<file path="src/rtl/mem_pkg.sv">
// Shared definitions for the two-port RAM arbiter.
//   MNONE/MREAD/MWRITE : requester command encodings (2'b11 is never granted)
//   arb_state_t        : arbiter FSM states
package mem_pkg;

  localparam logic [1:0] MNONE  = 2'b00;
  localparam logic [1:0] MREAD  = 2'b01;
  localparam logic [1:0] MWRITE = 2'b10;

  typedef enum logic [1:0] {
    IDLE   = 2'b00,
    ACCESS = 2'b01,
    RESP   = 2'b10
  } arb_state_t;

  // Only MREAD and MWRITE count as a request; 2'b11 behaves like MNONE.
  function automatic logic is_req(input logic [1:0] cmd);
    return (cmd == MREAD) || (cmd == MWRITE);
  endfunction

endpackage

</file>
<file path="src/rtl/rr_pick2.sv">
// Combinational two-way winner select.
//   i_req[1:0]     : request per port (bit 0 = CPU, bit 1 = debug)
//   i_last_winner  : port granted most recently
//   o_valid        : at least one port requests
//   o_winner       : selected port id
// CPU_PRIORITY=1 resolves ties to port 0; otherwise ties go to the port that did not win last.
module rr_pick2 #(
  parameter bit CPU_PRIORITY = 1'b0
) (
  input  logic [1:0] i_req,
  input  logic       i_last_winner,
  output logic       o_valid,
  output logic       o_winner
);

  always_comb begin
    o_valid  = |i_req;
    o_winner = 1'b0;
    if (i_req == 2'b11) begin
      o_winner = CPU_PRIORITY ? 1'b0 : ~i_last_winner;
    end else begin
      o_winner = i_req[1];
    end
  end

endmodule

</file>
<file path="src/rtl/mem_arbiter.sv">
// Shares one single-port 256xDATA_W RAM between the CPU port (0) and a debug/loader port (1).
// One transaction in flight; the winner's cmd/addr/wdata are latched at grant so the losing
// port never reaches the RAM.
//   clk, reset (async, active low)
//   cpu_*/dbg_* : request cmd, address, write data in; read data and done pulse out
//   ram_*       : RAM address, write data, write enable out; registered read data in
// Addresses with the top bit set are I/O space: normal timing, no RAM write, rdata = 0.
module mem_arbiter
  import mem_pkg::*;
#(
  parameter int unsigned ADDR_W       = 9,
  parameter int unsigned DATA_W       = 16,
  parameter bit          CPU_PRIORITY = 1'b0
) (
  input  logic              clk,
  input  logic              reset,
  input  logic [1:0]        cpu_mem_cmd,
  input  logic [ADDR_W-1:0] cpu_mem_addr,
  input  logic [DATA_W-1:0] cpu_wdata,
  output logic [DATA_W-1:0] cpu_rdata,
  output logic              cpu_done,
  input  logic [1:0]        dbg_mem_cmd,
  input  logic [ADDR_W-1:0] dbg_mem_addr,
  input  logic [DATA_W-1:0] dbg_wdata,
  output logic [DATA_W-1:0] dbg_rdata,
  output logic              dbg_done,
  output logic [7:0]        ram_addr,
  output logic [DATA_W-1:0] ram_din,
  output logic              ram_write,
  input  logic [DATA_W-1:0] ram_dout
);

  arb_state_t        r_state, w_state_d;
  logic              r_last_winner;
  logic              r_winner;
  logic [1:0]        r_cmd;
  logic [ADDR_W-1:0] r_addr;
  logic [DATA_W-1:0] r_wdata;

  logic              w_grant_valid;
  logic              w_winner;
  logic [1:0]        w_req;
  logic              w_io;
  logic              w_wr_done;
  logic              w_rd_done;
  logic              w_done;
  logic [DATA_W-1:0] w_rdata;

  assign w_req = {is_req(dbg_mem_cmd), is_req(cpu_mem_cmd)};

  rr_pick2 #(
    .CPU_PRIORITY(CPU_PRIORITY)
  ) u_pick (
    .i_req        (w_req),
    .i_last_winner(r_last_winner),
    .o_valid      (w_grant_valid),
    .o_winner     (w_winner)
  );

  always_comb begin
    w_state_d = r_state;
    unique case (r_state)
      IDLE:    if (w_grant_valid) w_state_d = ACCESS;
      ACCESS:  w_state_d = (r_cmd == MREAD) ? RESP : IDLE;
      RESP:    w_state_d = IDLE;
      default: w_state_d = IDLE;
    endcase
  end

  always_ff @(posedge clk or negedge reset) begin
    if (!reset) begin
      r_state       <= IDLE;
      r_last_winner <= 1'b1;
      r_winner      <= 1'b0;
      r_cmd         <= MNONE;
      r_addr        <= '0;
      r_wdata       <= '0;
    end else begin
      r_state <= w_state_d;
      if (r_state == IDLE && w_grant_valid) begin
        r_winner      <= w_winner;
        r_last_winner <= w_winner;
        r_cmd         <= w_winner ? dbg_mem_cmd  : cpu_mem_cmd;
        r_addr        <= w_winner ? dbg_mem_addr : cpu_mem_addr;
        r_wdata       <= w_winner ? dbg_wdata    : cpu_wdata;
      end
    end
  end

  // Outputs decode straight from state so reset clears them in the same time step.
  always_comb begin
    w_io      = r_addr[ADDR_W-1];
    w_wr_done = (r_state == ACCESS) && (r_cmd == MWRITE);
    w_rd_done = (r_state == RESP);
    w_done    = w_wr_done || w_rd_done;
    w_rdata   = (w_rd_done && !w_io) ? ram_dout : '0;
  end

  assign ram_addr  = r_addr[7:0];
  assign ram_din   = r_wdata;
  assign ram_write = w_wr_done && !w_io;
  assign cpu_done  = w_done && !r_winner;
  assign dbg_done  = w_done && r_winner;
  assign cpu_rdata = r_winner ? '0 : w_rdata;
  assign dbg_rdata = r_winner ? w_rdata : '0;

endmodule

</file>
<file path="config.mk">
export PLATFORM = sky130hd
export DESIGN_NAME = mem_arbiter
export DESIGN_NICKNAME = d
export VERILOG_FILES = /design/src/rtl/mem_pkg.sv /design/src/rtl/rr_pick2.sv /design/src/rtl/mem_arbiter.sv
export SDC_FILE = /design/constraint.sdc
export NUM_CORES = 1
export LEC_CHECK = 0
export ABC_AREA = 1
export BUFFER_PORTS_ARGS = -buffer_cell sky130_fd_sc_hd__buf_2
export CORE_MARGIN = 2
export CORE_UTILIZATION = 49
export CTS_BUF_LIST = sky130_fd_sc_hd__clkbuf_2
export CTS_CLUSTER_SIZE = 10
export DETAILED_ROUTE_END_ITERATION = 8
export PLACE_DENSITY = 0.89
export SLEW_MARGIN = 10
export SYNTH_ARGS = -nofsm -noshare
export SYNTH_HDL_FRONTEND = slang
export SYNTH_SLANG_ARGS = --single-unit
</file>
<file path="constraint.sdc">
create_clock -name clk -period 3.8 [get_ports clk]
set_input_delay 0.76 -clock clk [delete_from_list [all_inputs] [get_ports clk]]
set_output_delay 0.76 -clock clk [all_outputs]
set_load 0.02 [all_outputs]
</file>
==> results.toml <==
[power_and_ir_drop]
internal_power_mw = 0.837
power_density_mw_per_mm2 = 619
power_frac_comb_pct = 55.2
leakage_nw = 1.83
p_sw_mw = 0.879
ir_drop_mv = 0.464
switching_share_pct = 51.2
finalPower_mw = 1.72
power.share.clock_pct = 8.7
seqPwrFrac_pct = 36.1

[cts]
insertion_delay_ps = 350
clkTransAtPathRegs_ps = 160
cts_buffers = 5
cts_sinks = 31
clock-root-buffer = "clkbuf_2"
cts_max_level = 2
cts_resized = 0
postCtsSetupBuffers = 0
cts_hold_buffers = 0
cts_tree = "built"
clk_path_buf_depth = 2

[route]
met1Wirelength_mm = 2.22
routed_wl_mm = 5.27
ant_nets = 0
wl_met2_mm = 2.61
route.detailed.drc = 0
wl_per_cell_um = 10.8
firstDrtPassIters = 4
drt-initial-drc-count = 100
wl_met3_um = 422
top_layer_used = "met4"
avgViaCountPerCell = 4.72
vias = 2299

[floorplanning]
std_cell_rows = 24
io_pins = 131
initial_core_util_pct = 50.7
dieArea_sq_mm = 0.00506
die_width_um = 71.2
die_y_um = 71.2
core_area_sq_mm = 0.00435

[setup_path]
required_ps = 3040
r2r-start = "r_last_winner$_DFFE_PN1P_"
end_kind = "output pin"
start_kind = "register"
rr_endpoint = "r_winner$_DFFE_PN0P_"
rr_worst_depth = 4
cp.arrival_ps = 2230
critical_path_class = "reg -> out"
cp_max_fo = 18
rrSetupSlack_ps = 1880

[global_route]
overflow = 0
track_usage_pct = 21.0
grt_pass1_wl_mm = 8.65
grt_pass1_vias = 2015
grt_antenna_before_repair = 0
grt_max_degree = 33

[sta]
rsz0062_at_grt = "no"
worst_slack_ps = 812
timing.fmax_mhz = 335
setup_tns_ps = 0
finalHoldViolCount = 0
clock_skew_ps = 20.5
whs_ps = 426
fin_crit_ps = 2990
tightest_slew_ps = 1040
timing.final.crit_share_pct = 78.6
slew_viol_final = 0
setup_violations = 0
slew_headroom_pct = 30.4

[logic_synthesis]
netlist_area_sq_mm = 0.00221
synth.distinct_cells = 23
synth_seq_cells = 31
syn_inst = 323
avgSynthCellArea_sq_um = 6.84
ys_seq_area_share_pct = 35.2
synth_warnings = 0
syn_nets = 395

[place]
placed_cell_area_sq_mm = 0.00274
gp_congestion = 0.757
pre_cts_slack_ps = 1190
dp_hpwl_mm = 3.92
portBuffers = 130

[final_layout]
final_cell_mix = "buf_2, nand2_1, inv_1"
antennaDiodeCount = 0
nets = 507
syn_to_final_growth_pct = 25.4
layout_commonest_cell = "buf_2"
final_area_sq_mm = 0.00277
drive_gt1_share_pct = 37.5

[run_status]
outcome = "completed"

[min_path]
hold_path.class = "in -> async"

[job]
cap_violations = 0
flip-flops by register name, summed over array words and instances (netlist names):
signal and cells:
r_addr 9, r_cmd 2, r_last_winner 1, r_state 2, r_winner 1, ram_din 16
how the worst max path moves through the flow:
stage                      startpoint           end  cells past startpoint  slack, ps
2_1_floorplan  r_state[0]$_DFFE_PN0P_  cpu_rdata[0]                      6       1600
3_3_place_gp     r_winner$_DFFE_PN0P_  dbg_rdata[1]                      3       1260
3_5_place_dp     r_winner$_DFFE_PN0P_  dbg_rdata[6]                      3       1190
4_1_cts          r_winner$_DFFE_PN0P_  dbg_rdata[6]                      3        770
5_1_grt          r_winner$_DFFE_PN0P_  dbg_rdata[2]                      3        540
6_report         r_winner$_DFFE_PN0P_  dbg_rdata[2]                      3        810
metrics by stage:
| stage | std cells | utilization (%) |
|---|---|---|
| after global routing | 487 | 63.6 |
| after global placement | 480 | 62.9 |
| final | 487 | 63.6 |
| after CTS | 487 | 63.6 |
| after floorplan | 323 | - |
| after detailed placement | 480 | 62.9 |
critical path: stages, from the launching register on:
cell      delay [ps]
dfrtp_1          780
clkinv_1         590
nor3_1           310
buf_2            210
cell type report:
type,instances,area (sq um)
Clock buffer,5,25.0
Sequential cell,31,777
Clock inverter,2,8.76
Tap cell,52,65.1
Timing Repair Buffer,131,658
Fill cell,382,1580
Inverter,74,278
Multi-Input combinational cell,192,960
cell families (layout without fill, tap and decap cells):
family,count (synthesis),count (layout),synth area share [%]
buf+inv,100,212,21.4
compound gates,4,4,1.42
flops,31,31,35.2
simple gates,188,188,42.0
Yosys cell counts (all sizes together):
cell type / instances / area share, %
clkinv: 1 / 0.17
inv: 73 / 12
dfstp: 1 / 1.2
nor2: 2 / 0.34
a21oi: 3 / 1.2
nor4: 1 / 0.28
clkbuf: 2 / 0.34
or2: 3 / 0.85
nor3: 32 / 8.8
nand3: 56 / 15
dfrtp: 30 / 34
o21ai: 1 / 0.23
nand2: 94 / 17
buf: 24 / 8.5
layer usage:
metal  GRT usage, %  vias up
met5              0        -
met4           5.66        0
met3           5.70        2
met2           37.1       90
met1           25.2     1017
li1               -     1190
power groups by stage:
stage                     sequential [mW]  clock (mW)  combinational (mW)
after floorplan                     0.690           0               0.706
after global placement              0.623           0               0.936
after detailed placement            0.621           0               0.963
after CTS                           0.620       0.154               0.961
after global routing                0.642       0.167                1.05
final                               0.620       0.149               0.947
Power figures use the tool's default switching activity.
